`config.mk`:
```
export PLATFORM = sky130hd
export DESIGN_NAME = move_sequencer_flat
export DESIGN_NICKNAME = d
export VERILOG_FILES = /design/src/rtl/move_sequencer_if.sv /design/src/rtl/move_sequencer.sv /design/src/flat_wrapper.sv
export SDC_FILE = /design/constraint.sdc
export NUM_CORES = 1
export LEC_CHECK = 0
export CORE_ASPECT_RATIO = 1.25
export CORE_MARGIN = 2
export CORE_UTILIZATION = 35
export CTS_CLUSTER_DIAMETER = 80
export DETAILED_ROUTE_END_ITERATION = 8
export GPL_TIMING_DRIVEN = 0
export HOLD_SLACK_MARGIN = 0.1
export MAX_ROUTING_LAYER = met4
export REMOVE_ABC_BUFFERS = 1
export SETUP_SLACK_MARGIN = 0.05
export SLEW_MARGIN = 30
export SYNTH_ARGS = -nofsm -noshare
export SYNTH_HDL_FRONTEND = slang
export SYNTH_SLANG_ARGS = --single-unit
```
`constraint.sdc`:
```
create_clock -name clock -period 12.4 [get_ports clock]
set_input_delay 2.48 -clock clock [delete_from_list [all_inputs] [get_ports clock]]
set_output_delay 2.48 -clock clock [all_outputs]
set_load 0.01 [all_outputs]
```
`src/rtl/move_sequencer_if.sv`:
```
// move_sequencer_if: groups the solver write port and the stepper front-end
// handshake of move_sequencer. The sequencer takes the slave view; whatever
// feeds moves in and answers move_done takes the master view.
interface move_sequencer_if;
    logic [3:0] move_in;
    logic       move_wr;
    logic [3:0] next_move;
    logic       move_start;
    logic       move_done;

    modport master (
        output move_in,
        output move_wr,
        output move_done,
        input  next_move,
        input  move_start
    );

    modport slave (
        input  move_in,
        input  move_wr,
        input  move_done,
        output next_move,
        output move_start
    );
endinterface

```
`src/rtl/move_sequencer.sv`:
```
// move_sequencer: queues 4-bit face-turn codes in a circular FIFO and hands
// them one at a time to the stepper front end. Each move is issued with a
// one-cycle move_start, followed by the move_done low/high handshake and a
// mechanical settle gap.
// Optional build macro MOVE_CANCEL_EN: adjacent inverse pairs at the queue
// head (codes XOR to 1) are dropped together instead of being issued.
module move_sequencer #(
    parameter int DEPTH         = 64,
    parameter int SETTLE_CYCLES = 1000000,
    parameter int ACK_TIMEOUT   = 16
) (
    input  logic                     clock,
    input  logic                     reset_n,
    move_sequencer_if.slave          bus,
    input  logic                     run,
    input  logic                     abort,
    input  logic                     clear_err,
    output logic                     queue_full,
    output logic                     queue_empty,
    output logic [$clog2(DEPTH):0]   count,
    output logic                     busy,
    output logic                     seq_done,
    output logic [15:0]              moves_issued,
    output logic                     err_invalid,
    output logic                     err_overflow,
    output logic                     err_timeout
);

    localparam int AW = $clog2(DEPTH);
    localparam int SW = (SETTLE_CYCLES > 1) ? $clog2(SETTLE_CYCLES) : 1;
    localparam int TW = (ACK_TIMEOUT > 1) ? $clog2(ACK_TIMEOUT) : 1;
    localparam logic [SW-1:0] SETTLE_LOAD = SW'(SETTLE_CYCLES - 1);
    localparam logic [TW-1:0] ACK_LAST    = TW'(ACK_TIMEOUT - 1);

    typedef enum logic [2:0] {
        IDLE,
        ISSUE,
        WAIT_LOW,
        WAIT_HIGH,
        SETTLE,
        FAULT
    } state_t;

    state_t        state, state_next;
    logic [3:0]    mem [DEPTH];
    logic [AW:0]   wr_ptr, rd_ptr, rd_ptr_next;
    logic [3:0]    head;
    logic [3:0]    next_move_q;
    logic          wr_ok;
    logic          cancel_pair;
    logic [1:0]    pop_cnt;
    logic          issue;
    logic          seq_done_next;
    logic          timeout_hit;
    logic          settle_load;
    logic          abort_latched;
    logic [SW-1:0] settle_cnt;
    logic [TW-1:0] ack_cnt;

    assign head        = mem[rd_ptr[AW-1:0]];
    assign count       = wr_ptr - rd_ptr;
    assign queue_full  = (count == (AW+1)'(DEPTH));
    assign queue_empty = (count == '0);
    assign busy        = (state != IDLE);

    // abort takes the write slot, so a write never races the flush
    assign wr_ok = bus.move_wr && !abort && (bus.move_in < 4'd12) && !queue_full;

`ifdef MOVE_CANCEL_EN
    logic [3:0] second;
    assign second      = mem[rd_ptr[AW-1:0] + AW'(1)];
    assign cancel_pair = (state == ISSUE) && (count >= (AW+1)'(2))
                         && ((head ^ second) == 4'd1);
`else
    assign cancel_pair = 1'b0;
`endif

    // a flush moves the read pointer onto the (unchanged) write pointer
    assign rd_ptr_next = abort ? wr_ptr : (rd_ptr + (AW+1)'(pop_cnt));

    assign bus.next_move  = next_move_q;
    assign bus.move_start = (state == ISSUE) && !cancel_pair && !queue_empty;

    // Next-state and per-cycle control decode for the sequencing FSM
    always_comb begin
        state_next    = state;
        pop_cnt       = 2'd0;
        issue         = 1'b0;
        seq_done_next = 1'b0;
        timeout_hit   = 1'b0;
        settle_load   = 1'b0;
        case (state)
            IDLE: begin
                if (run && !abort) begin
                    if (queue_empty) seq_done_next = 1'b1;
                    else             state_next    = ISSUE;
                end
            end
            ISSUE: begin
                if (queue_empty) begin
                    state_next = IDLE;
                end else if (cancel_pair) begin
                    pop_cnt = 2'd2;
                    if (abort || abort_latched) begin
                        state_next = IDLE;
                    end else if (count == (AW+1)'(2)) begin
                        seq_done_next = 1'b1;
                        state_next    = IDLE;
                    end
                end else begin
                    pop_cnt    = 2'd1;
                    issue      = 1'b1;
                    state_next = WAIT_LOW;
                end
            end
            WAIT_LOW: begin
                if (!bus.move_done) begin
                    state_next = WAIT_HIGH;
                end else if (ack_cnt == ACK_LAST) begin
                    timeout_hit = 1'b1;
                    state_next  = FAULT;
                end
            end
            WAIT_HIGH: begin
                if (bus.move_done) begin
                    settle_load = 1'b1;
                    state_next  = SETTLE;
                end
            end
            SETTLE: begin
                if (settle_cnt == '0) begin
                    if (abort || abort_latched) begin
                        state_next = IDLE;
                    end else if (queue_empty) begin
                        seq_done_next = 1'b1;
                        state_next    = IDLE;
                    end else begin
                        state_next = ISSUE;
                    end
                end
            end
            FAULT: begin
                if (clear_err) state_next = IDLE;
            end
            default: state_next = IDLE;
        endcase
    end

    // State register
    always_ff @(posedge clock or negedge reset_n) begin
        if (!reset_n) state <= IDLE;
        else          state <= state_next;
    end

    // FIFO storage and pointers; abort flushes by catching rd up to wr
    always_ff @(posedge clock or negedge reset_n) begin
        if (!reset_n) begin
            wr_ptr <= '0;
            rd_ptr <= '0;
            for (int i = 0; i < DEPTH; i++) mem[i] <= 4'd0;
        end else begin
            if (wr_ok) begin
                mem[wr_ptr[AW-1:0]] <= bus.move_in;
                wr_ptr              <= wr_ptr + (AW+1)'(1);
            end
            rd_ptr <= rd_ptr_next;
        end
    end

    // Present the upcoming head as soon as ISSUE is entered, held until the next one
    always_ff @(posedge clock or negedge reset_n) begin
        if (!reset_n)                 next_move_q <= 4'd0;
        else if (state_next == ISSUE) next_move_q <= mem[rd_ptr_next[AW-1:0]];
    end

    // Acknowledge-timeout and settle-gap counters
    always_ff @(posedge clock or negedge reset_n) begin
        if (!reset_n) begin
            ack_cnt    <= '0;
            settle_cnt <= '0;
        end else begin
            if (state == WAIT_LOW) ack_cnt <= ack_cnt + TW'(1);
            else                   ack_cnt <= '0;
            if (settle_load)
                settle_cnt <= SETTLE_LOAD;
            else if (state == SETTLE && settle_cnt != '0)
                settle_cnt <= settle_cnt - SW'(1);
        end
    end

    // Remember an abort seen mid-move so the sequence stops once the move settles
    always_ff @(posedge clock or negedge reset_n) begin
        if (!reset_n)                         abort_latched <= 1'b0;
        else if (state_next == IDLE)          abort_latched <= 1'b0;
        else if (abort && state != IDLE)      abort_latched <= 1'b1;
    end

    // Issue counter and end-of-sequence pulse
    always_ff @(posedge clock or negedge reset_n) begin
        if (!reset_n) begin
            moves_issued <= 16'd0;
            seq_done     <= 1'b0;
        end else begin
            if (issue) moves_issued <= moves_issued + 16'd1;
            seq_done <= seq_done_next;
        end
    end

    // Sticky error flags; clear_err beats any error raised in the same cycle
    always_ff @(posedge clock or negedge reset_n) begin
        if (!reset_n) begin
            err_invalid  <= 1'b0;
            err_overflow <= 1'b0;
            err_timeout  <= 1'b0;
        end else if (clear_err) begin
            err_invalid  <= 1'b0;
            err_overflow <= 1'b0;
            err_timeout  <= 1'b0;
        end else begin
            if (bus.move_wr && !abort && bus.move_in >= 4'd12)
                err_invalid <= 1'b1;
            if (bus.move_wr && !abort && bus.move_in < 4'd12 && queue_full)
                err_overflow <= 1'b1;
            if (timeout_hit)
                err_timeout <= 1'b1;
        end
    end

endmodule

```
`src/flat_wrapper.sv`:
```
// flat-port wrapper written by rule: the top's interface ports become plain ports
module move_sequencer_flat 
#(
    parameter int DEPTH         = 64,
    parameter int SETTLE_CYCLES = 1000000,
    parameter int ACK_TIMEOUT   = 16
)
  (clock, reset_n, run, abort, clear_err, queue_full, queue_empty, count, busy, seq_done, moves_issued, err_invalid, err_overflow, err_timeout, bus_move_in, bus_move_wr, bus_move_done, bus_next_move, bus_move_start);
  move_sequencer_if bus_i ();
  input  logic clock;
  input  logic reset_n;
  input  logic run;
  input  logic abort;
  input  logic clear_err;
  output logic queue_full;
  output logic queue_empty;
  output logic [$clog2(DEPTH):0] count;
  output logic busy;
  output logic seq_done;
  output logic [15:0] moves_issued;
  output logic err_invalid;
  output logic err_overflow;
  output logic err_timeout;
  input wire logic [$bits(bus_i.move_in)-1:0] bus_move_in;
  input wire logic [$bits(bus_i.move_wr)-1:0] bus_move_wr;
  input wire logic [$bits(bus_i.move_done)-1:0] bus_move_done;
  output wire logic [$bits(bus_i.next_move)-1:0] bus_next_move;
  output wire logic [$bits(bus_i.move_start)-1:0] bus_move_start;
  assign bus_i.move_in = bus_move_in;
  assign bus_i.move_wr = bus_move_wr;
  assign bus_i.move_done = bus_move_done;
  assign bus_next_move = bus_i.next_move;
  assign bus_move_start = bus_i.move_start;
  move_sequencer #(.DEPTH(DEPTH), .SETTLE_CYCLES(SETTLE_CYCLES), .ACK_TIMEOUT(ACK_TIMEOUT)) u_core (.clock(clock), .reset_n(reset_n), .bus(bus_i), .run(run), .abort(abort), .clear_err(clear_err), .queue_full(queue_full), .queue_empty(queue_empty), .count(count), .busy(busy), .seq_done(seq_done), .moves_issued(moves_issued), .err_invalid(err_invalid), .err_overflow(err_overflow), .err_timeout(err_timeout));
endmodule
```
==> reports/qor.tcl, run 1 <==
set qor(outcome) {finished, final reports clean}
set qor(synthesis.area_mm2) 0.01604
set qor(slew_violations) 0
set qor(area_delta_synth_final_pct) 15.27
set qor(cts_buffers) 35
set qor(ctsResizeCount) 0
set qor(core_area_mm2) 0.04517
set qor(yosys.cell_count.top_type) {dfrtp_1}
set qor(insertion_delay_of_the_later_clocked_pin_in_the_worst_skew_pair_ps) 530
set qor(synth-edff-count) 0
set qor(vias_per_cell) 5.435
set qor(crit_arrival_ps) 4200
set qor(synth_warnings) 0
set qor(min_period_ps) 6682
set qor(grt_start_max_net_pins) 85
set qor(die_y_um) 243.3
set qor(start_of_the_worst_register_to_register_path) {u_core.wr_ptr[2]}
set qor(global_route.usage.met3_pct) 2.312
set qor(crit_path_max_fanout) 26
set qor(grt_most_used_layer) {met2}
set qor(hold_viol_final) 0
set qor(power_mw) 3.933
set qor(number_of_iterations_in_the_first_detailed_routing_pass) 5
set qor(floorplan.die_area_mm2) 0.04756
set qor(max_slew_margin_pct) 29.89
set qor(yosys.area.top_type_share_pct) 50.24
set qor(initial_core_util_pct) 35.50
set qor(final_nets) 1518
set qor(switching_power_mw) 1.508
set qor(place.detailed.hpwl_mm) 26.79
set qor(synth_area_per_cell_um2) 10.71
set qor(terminus_of_the_critical_flop_to_flop_path) {u_core.bus.next_move[3]}
set qor(wl_mm) 41.30
set qor(power.share.combinational_pct) 38.5
set qor(unrepaired_setup_endpoints_after_global_routing) {no}
set qor(power_frac_seq_pct) 34.3
set qor(internal_power_mw) 2.425
set qor(post_cts.repair.setup_buffers) 0
set qor(reg2reg_setup_slack_ps) 5860
set qor(clkSinkCount) 322
set qor(ys.flop_type) {dfrtp_1}
set qor(cellPowerDensity_mw_per_mm2) 212.8
set qor(cts_tree) {done}
set qor(worst_slack_ps) 5719
set qor(max-cap-violations) 0
set qor(cts.htree.levels) 2
set qor(grt_antenna_before_repair) 0
set qor(cts.path.max_buffers) 3
set qor(critPathRequiredTime_ps) 9920
set qor(min_path_type) {flip-flop to flip-flop}
set qor(yosys-top-cells-area) {dfrtp_1, mux2_2, nand2_1}
set qor(hold-path-cell-count) 1
set qor(num_io_pins) 46
set qor(first_global_vias) 11770
set qor(met1_layer_usage_reported_by_global_route_pct) 23.36
set qor(antenna-diode-count) 0
set qor(cts-root-buf) {clkbuf_16}
set qor(syn-instance-count) 1498
set qor(worst-setup-path-type) {flip-flop to output port}
set qor(timing.hold.worst_endpoint) {u_core.ack_cnt[0]}
set qor(cts.clk_slew.worst_paths_ps) 60
set qor(post-route-util_pct) 40.92
set qor(min-delay-start) {u_core.ack_cnt[0]}
set qor(synth-seq-area-share_pct) 50.24
set qor(vdd.ir_drop.worst_mv) 0.09786
set qor(layout_worst_path_cycle_share_pct) 53.88
set qor(drt_iter0_drc) 719
set qor(setup_viol) 0
set qor(post-synth-top-area-cell) {dfrtp_1}
set qor(drive_above_1_share_pct) 20.11
set qor(finalHoldWorstSlack_ps) 463.5
set qor(synth_async_sr_flop_share_pct) 100.0
set qor(crit_path_end_kind) {output port}
set qor(post_synth_num_cell_types) 65
set qor(overflow) 0
set qor(fp.dieW_um) 195.5
set qor(tightest_slew_ps) 1052
set qor(place_congestion) 0.8167
set qor(grt_pass1_wl_mm) 66.83
set qor(drtAntennaViolNets) 0
set qor(clock_power_share_pct) 27.3
set qor(timing.fmax_mhz) 149.7
set qor(synth_top_cells_by_count) {dfrtp_1, nand2_1, mux2_2}
set qor(power.switching_fraction_pct) 38.33
set qor(groute.usage.overall_pct) 18.17
set qor(r2r_cells) 17
set qor(detail_route.wl_per_cell_um) 19.72
set qor(placement_rows) 87
set qor(global_route.usage.met2_pct) 29.58
set qor(p_leak_nw) 8.467
set qor(finClkSkew_ps) 20.02
set qor(startpoint_type) {flip-flop}
set qor(io_buffer_count) 45
set qor(post-route-drc-count) 0
set qor(routed-via-count) 11390
set qor(place_worst_setup_slack_ps) 5766
set qor(ys_ff_latch) 322
set qor(cts-hold-fix-buffers) 0
## how the worst max path moves through the flow
stage | depth (start not counted) | to | slack [ps] | startpoint
final | 8 | bus_move_start | 5720 | u_core.wr_ptr[2]
after global routing | 12 | bus_move_start | 5440 | u_core.wr_ptr[0]
after CTS | 12 | bus_move_start | 5750 | u_core.wr_ptr[0]
after detailed placement | 12 | u_core.bus.next_move[2] | 5770 | abort
after global placement | 9 | u_core.bus.next_move[3] | -9130 | abort
after floorplan | 16 | u_core.bus.next_move[1] | -200 | u_core.wr_ptr[2]
## per-stage QoR
step	setup TNS [ps]	instance area (um^2)	std cells
after floorplan	-804.5	15580	1387
after global placement	-1680730	16750	2010
after detailed placement	0	17300	2035
after CTS	0	18480	2095
after global routing	0	18490	2095
final	0	18490	2095
## registers in the layout, indices dropped and copies added, names as in the netlist, 3 cells and up
name and cells:
u_core.ack_cnt 4, u_core.state 3, u_core.settle_cnt 20, u_core.rd_ptr 7, u_core.bus.next_move 4, u_core.mem 256, u_core.wr_ptr 7, u_core.moves_issued 16
## per-layer routing
layer / routed length [um] / share of wire [%]
met5: 0 / 0
met4: 1323 / 3.2
met3: 1844 / 4.5
met2: 20070 / 49
met1: 18060 / 44
## critical path, stage by stage (launching register included)
cell and delay [ps]:
dfrtp_2 830, ha_1 410, o21a_1 220, o31a_1 130, o311ai_2 360, or4_1 370, nor2_1 110, nor3_1 570
clkdlybuf4s50_1 660
## kinds of logic (layout without fill, tap and decap cells)
group	after synthesis	after routing	share of synthesized area (%)
simple gates	585	585	17.13
flops	322	322	50.24
mux	281	281	20.29
buf+inv	134	153	3.409
compound gates	115	115	5.243
xor+xnor	48	48	2.621
fa+ha+maj	13	13	1.061
## power by group through the flow
stage          clock network, mW  logic, mW  registers, mW
3_3_place_gp                   0       1.40           1.35
4_1_cts                     1.09       1.51           1.34
3_5_place_dp                   0       1.50           1.36
6_report                    1.07       1.51           1.35
5_1_grt                     1.14       1.63           1.37
2_1_floorplan                  0      0.858           1.31
## cell type report
class	count	area [um^2]
clock buffers	50	1075
clock inverters	10	105.1
fillers	4250	26690
inverters	23	92.59
multi-input cells	1042	7495
flip-flops and latches	322	8059
well taps	578	723.2
repair buffers	70	937.1
## cell usage in the layout (no fill, tap or decap), types with 5 or more instances in the layout
cell,count
mux2_4,32
buf_8,9
nor2_1,50
or3_1,10
nor3_1,43
nand2b_1,8
dfrtp_1,321
mux2_2,156
clkdlybuf4s50_1,39
ha_1,12
or4_1,18
o22ai_1,15
buf_4,7
clkinv_2,7
mux2_1,69
a21oi_1,28
and3_1,10
nor4_1,8
clkbuf_8,10
nor2b_1,8
xor2_1,23
inv_1,21
xnor2_1,25
nand3_1,146
clkbuf_16,37
nand4_1,5
a2111oi_0,16
mux2i_1,22
nand2_1,252
buf_16,11
o21a_1,7
o21ai_0,8
(Power assumes the default switching activity.)
==> inputs of run 2 (changes only) <==
==> constraint.sdc (replaced) <==
create_clock -name clock -period 5.5 [get_ports clock]
set_input_delay 1.1 -clock clock [delete_from_list [all_inputs] [get_ports clock]]
set_output_delay 1.1 -clock clock [all_outputs]
set_load 0.01 [all_outputs]
==> reports/qor.tcl, run 2 (synthesized netlist as in run 1, its figures left out) <==
set qor(outcome) {finished, final reports clean} ;# unchanged
set qor(sequential_cell_area_mm2) 0.008066 ;# was 0.008059 mm^2
set qor(reg2reg_setup_slack_ps) 220 ;# was 5860 ps
set qor(unrepaired_setup_endpoints_after_global_routing) {yes} ;# was no
set qor(crit_path_max_fanout) 17 ;# was 26
set qor(startpoint_type) {flip-flop} ;# unchanged
set qor(crit_path_end_kind) {flip-flop} ;# was output port
set qor(finalHoldWorstSlack_ps) 463.6 ;# was 463.5 ps
set qor(worst_path_largest_cell_delay_ps) 650 ;# was 830 ps
set qor(cts-root-buf) {clkbuf_16} ;# unchanged
set qor(min_period_ps) 5278
set qor(largest_register_ffs) 256 ;# unchanged
set qor(power.share.combinational_pct) 41.0 ;# was 38.5%
set qor(floorplan.die_area_mm2) 0.04756 ;# unchanged
set qor(layout_top_registers) {u_core.mem x256, u_core.settle_cnt x20, u_core.moves_issued x16} ;# unchanged
set qor(routed-via-count) 11580 ;# was 11390
set qor(power.switching_fraction_pct) 38.88 ;# was 38.33%
set qor(setup_viol) 0 ;# unchanged
set qor(cts.htree.levels) 2 ;# unchanged
set qor(crit_arrival_ps) 5690 ;# was 4200 ps
set qor(cts_buffers) 35 ;# unchanged
set qor(cts_tree) {done} ;# unchanged
set qor(wl_mm) 42.37 ;# was 41.30 mm
set qor(hold-path-cell-count) 1 ;# unchanged
set qor(clkSinkCount) 322 ;# unchanged
set qor(groute.usage.overall_pct) 18.45 ;# was 18.17%
set qor(detail_route.wl_per_cell_um) 20.01 ;# was 19.72 um
set qor(critPathRequiredTime_ps) 5910 ;# was 9920 ps
set qor(power_frac_seq_pct) 32.9 ;# was 34.3%
set qor(initial_core_util_pct) 35.50 ;# unchanged
set qor(fp.dieW_um) 195.5 ;# unchanged
set qor(overflow) 0 ;# unchanged
set qor(core_area_mm2) 0.04517 ;# unchanged
set qor(max-cap-violations) 0 ;# unchanged
set qor(vdd.ir_drop.worst_mv) 0.2496 ;# was 0.09786 mV
set qor(first_global_vias) 11930 ;# was 11770
set qor(post-route-util_pct) 41.99 ;# was 40.92%
set qor(place.detailed.hpwl_mm) 26.79 ;# unchanged
set qor(multi_input_comb_area_mm2) 0.007754 ;# was 0.007495 mm^2
set qor(vias_per_cell) 5.470 ;# was 5.435
set qor(critPathLaunch) {u_core.wr_ptr[5]} ;# was u_core.wr_ptr[2]
set qor(area_delta_synth_final_pct) 18.29 ;# was 15.27%
set qor(layout_worst_path_cycle_share_pct) 95.96
set qor(switching_power_mw) 3.601 ;# was 1.508 mW
set qor(grt_pass1_wl_mm) 67.83 ;# was 66.83 mm
set qor(grt_start_max_net_pins) 85 ;# unchanged
set qor(drive_above_1_share_pct) 23.98 ;# was 20.11%
set qor(clock_power_share_pct) 26.1 ;# was 27.3%
set qor(internal_power_mw) 5.661 ;# was 2.425 mW
set qor(cts.clk_slew.worst_paths_ps) 60 ;# about the same
set qor(min_path_type) {flip-flop to flip-flop} ;# unchanged
set qor(layout.filler_cells) 4224 ;# was 4250
set qor(drt_iter0_drc) 814 ;# was 719
set qor(insertion_delay_of_the_later_clocked_pin_in_the_worst_skew_pair_ps) 530 ;# about the same
set qor(critical-path-top-delay-family) {compound AO/OA/AOI/OAI gates} ;# was simple AND/OR/NAND/NOR gates
set qor(cellPowerDensity_mw_per_mm2) 488.2 ;# was 212.8 mW/mm^2
set qor(mostFrequentLayoutCell) {dfrtp_1} ;# unchanged
set qor(finClkSkew_ps) 21.01 ;# was 20.02 ps
set qor(die_y_um) 243.3 ;# unchanged
set qor(final_nets) 1540 ;# was 1518
set qor(worstPathBufferInverterCount) 4 ;# was 1
set qor(p_leak_nw) 8.573 ;# was 8.467 nW
set qor(timing.fmax_mhz) 189.5
set qor(worstPathCellList) {ha_1 > nor3b_1 > a311oi_2 > o311ai_2 > or4_4 > nor2_4 > nor3_4 > ha_1 > mux2i_4 > buf_6 > buf_8 > buf_8 > buf_8 > mux2i_1 > o22ai_2 > a2111oi_1 > a2111oi_0 > and3_1 > a221o_1} ;# was ha_1 > o21a_1 > o31a_1 > o311ai_2 > or4_1 > nor2_1 > nor3_1 > clkdlybuf4s50_1
set qor(grt_antenna_before_repair) 0 ;# unchanged
set qor(io_buffer_count) 45 ;# unchanged
set qor(min-delay-start) {u_core.ack_cnt[0]} ;# unchanged
set qor(start_of_the_worst_register_to_register_path) {u_core.wr_ptr[5]} ;# was u_core.wr_ptr[2]
set qor(antenna-diode-count) 0 ;# unchanged
set qor(slew_violations) 0 ;# unchanged
set qor(routed_length_on_met2_mm) 20.55 ;# was 20.07 mm
set qor(cts.path.max_buffers) 3 ;# unchanged
set qor(place_congestion) 0.8167 ;# unchanged
set qor(worst-setup-path-type) {flip-flop to flip-flop} ;# was flip-flop to output port
set qor(cts-hold-fix-buffers) 0 ;# unchanged
set qor(terminus_of_the_critical_flop_to_flop_path) {u_core.bus.next_move[3]} ;# unchanged
set qor(tightest_slew_ps) 1058 ;# was 1052 ps
set qor(area_post_placement_mm2) 0.01730 ;# unchanged
set qor(drtAntennaViolNets) 0 ;# unchanged
set qor(drt_met1_wl_mm) 18.45 ;# was 18.06 mm
set qor(placement_rows) 87 ;# unchanged
set qor(layout.cells.most_common_list) {dfrtp_1, nand2_1, mux2_2} ;# unchanged
set qor(top_layer_used_by_detailed_routing) {met4} ;# unchanged
set qor(post-route-drc-count) 0 ;# unchanged
set qor(max_slew_margin_pct) 29.44 ;# was 29.89%
set qor(met3_length_mm) 1.975 ;# was 1.844 mm
set qor(cp_slowest_cell) {dfrtp_2} ;# unchanged
set qor(max_flop_register) {u_core.mem} ;# unchanged
set qor(num_io_pins) 46 ;# unchanged
set qor(hold_viol_final) 0 ;# unchanged
set qor(design_area_mm2) 0.01897 ;# was 0.01849 mm^2
set qor(crit_path_frequent_cell) {buf_8}
set qor(number_of_iterations_in_the_first_detailed_routing_pass) 5 ;# unchanged
set qor(r2r_cells) 19 ;# was 17
set qor(timing.hold.worst_endpoint) {u_core.ack_cnt[0]} ;# unchanged
run 2: power groups by stage:
stage	Combinational (mW)	Clock, mW	Sequential (mW)
2_1_floorplan	1.84	0	2.96
3_3_place_gp	2.74	0	3.04
3_5_place_dp	3.39	0	3.07
4_1_cts	3.55	2.47	3.04
5_1_grt	4.05	2.56	3.10
6_report	3.80	2.42	3.05
run 2: cell type report:
class	count	area share [%]
timing repair inverter	2	0.07915
tap	578	3.812
clock inverter	10	0.5540
sequential	322	42.52
multi-input combinational	1042	40.87
clock buffer	50	5.665
inverter	23	0.5804
timing repair buffer	90	5.916
run 2: per-layer routing:
metal / vias up / GRT usage (%)
li1: 5296 / -
met1: 5913 / 23.53
met2: 291 / 30.02
met3: 81 / 2.450
met4: 0 / 6.870
met5: - / -
run 2: how the worst max path moves through the flow:
stage / cells after the start / slack, ps / to
2_1_floorplan: 16 / -7100 / u_core.bus.next_move[1]
3_3_place_gp: 16 / -15580 / u_core.bus.next_move[3]
3_5_place_dp: 21 / -940 / u_core.bus.next_move[3]
4_1_cts: 24 / 60 / u_core.bus.next_move[0]
5_1_grt: 21 / 6 / u_core.bus.next_move[3]
6_report: 19 / 220 / u_core.bus.next_move[3]
run 2: through the flow:
step / TNS [ps] / power [mW] / setup slack (ps) / cells
finish: 0 / 9.262 / 222.3 / 2117
global route: 0 / 9.711 / 5.564 / 2117
CTS: 0 / 9.058 / 56.50 / 2108
detailed placement: -3371 / 6.464 / -939.7 / 2035
global placement: -3755620 / 5.785 / -15580 / 2010
floorplan: -35290 / 4.802 / -7103 / 1387
run 2: timing repair:
action / CTS / global route
pin swaps: 0 / 1
setup buffers: 11 / 8
endpoints found under the setup margin: 4 / 4
resized for setup: 35 / 36
gates cloned: 2 / 1
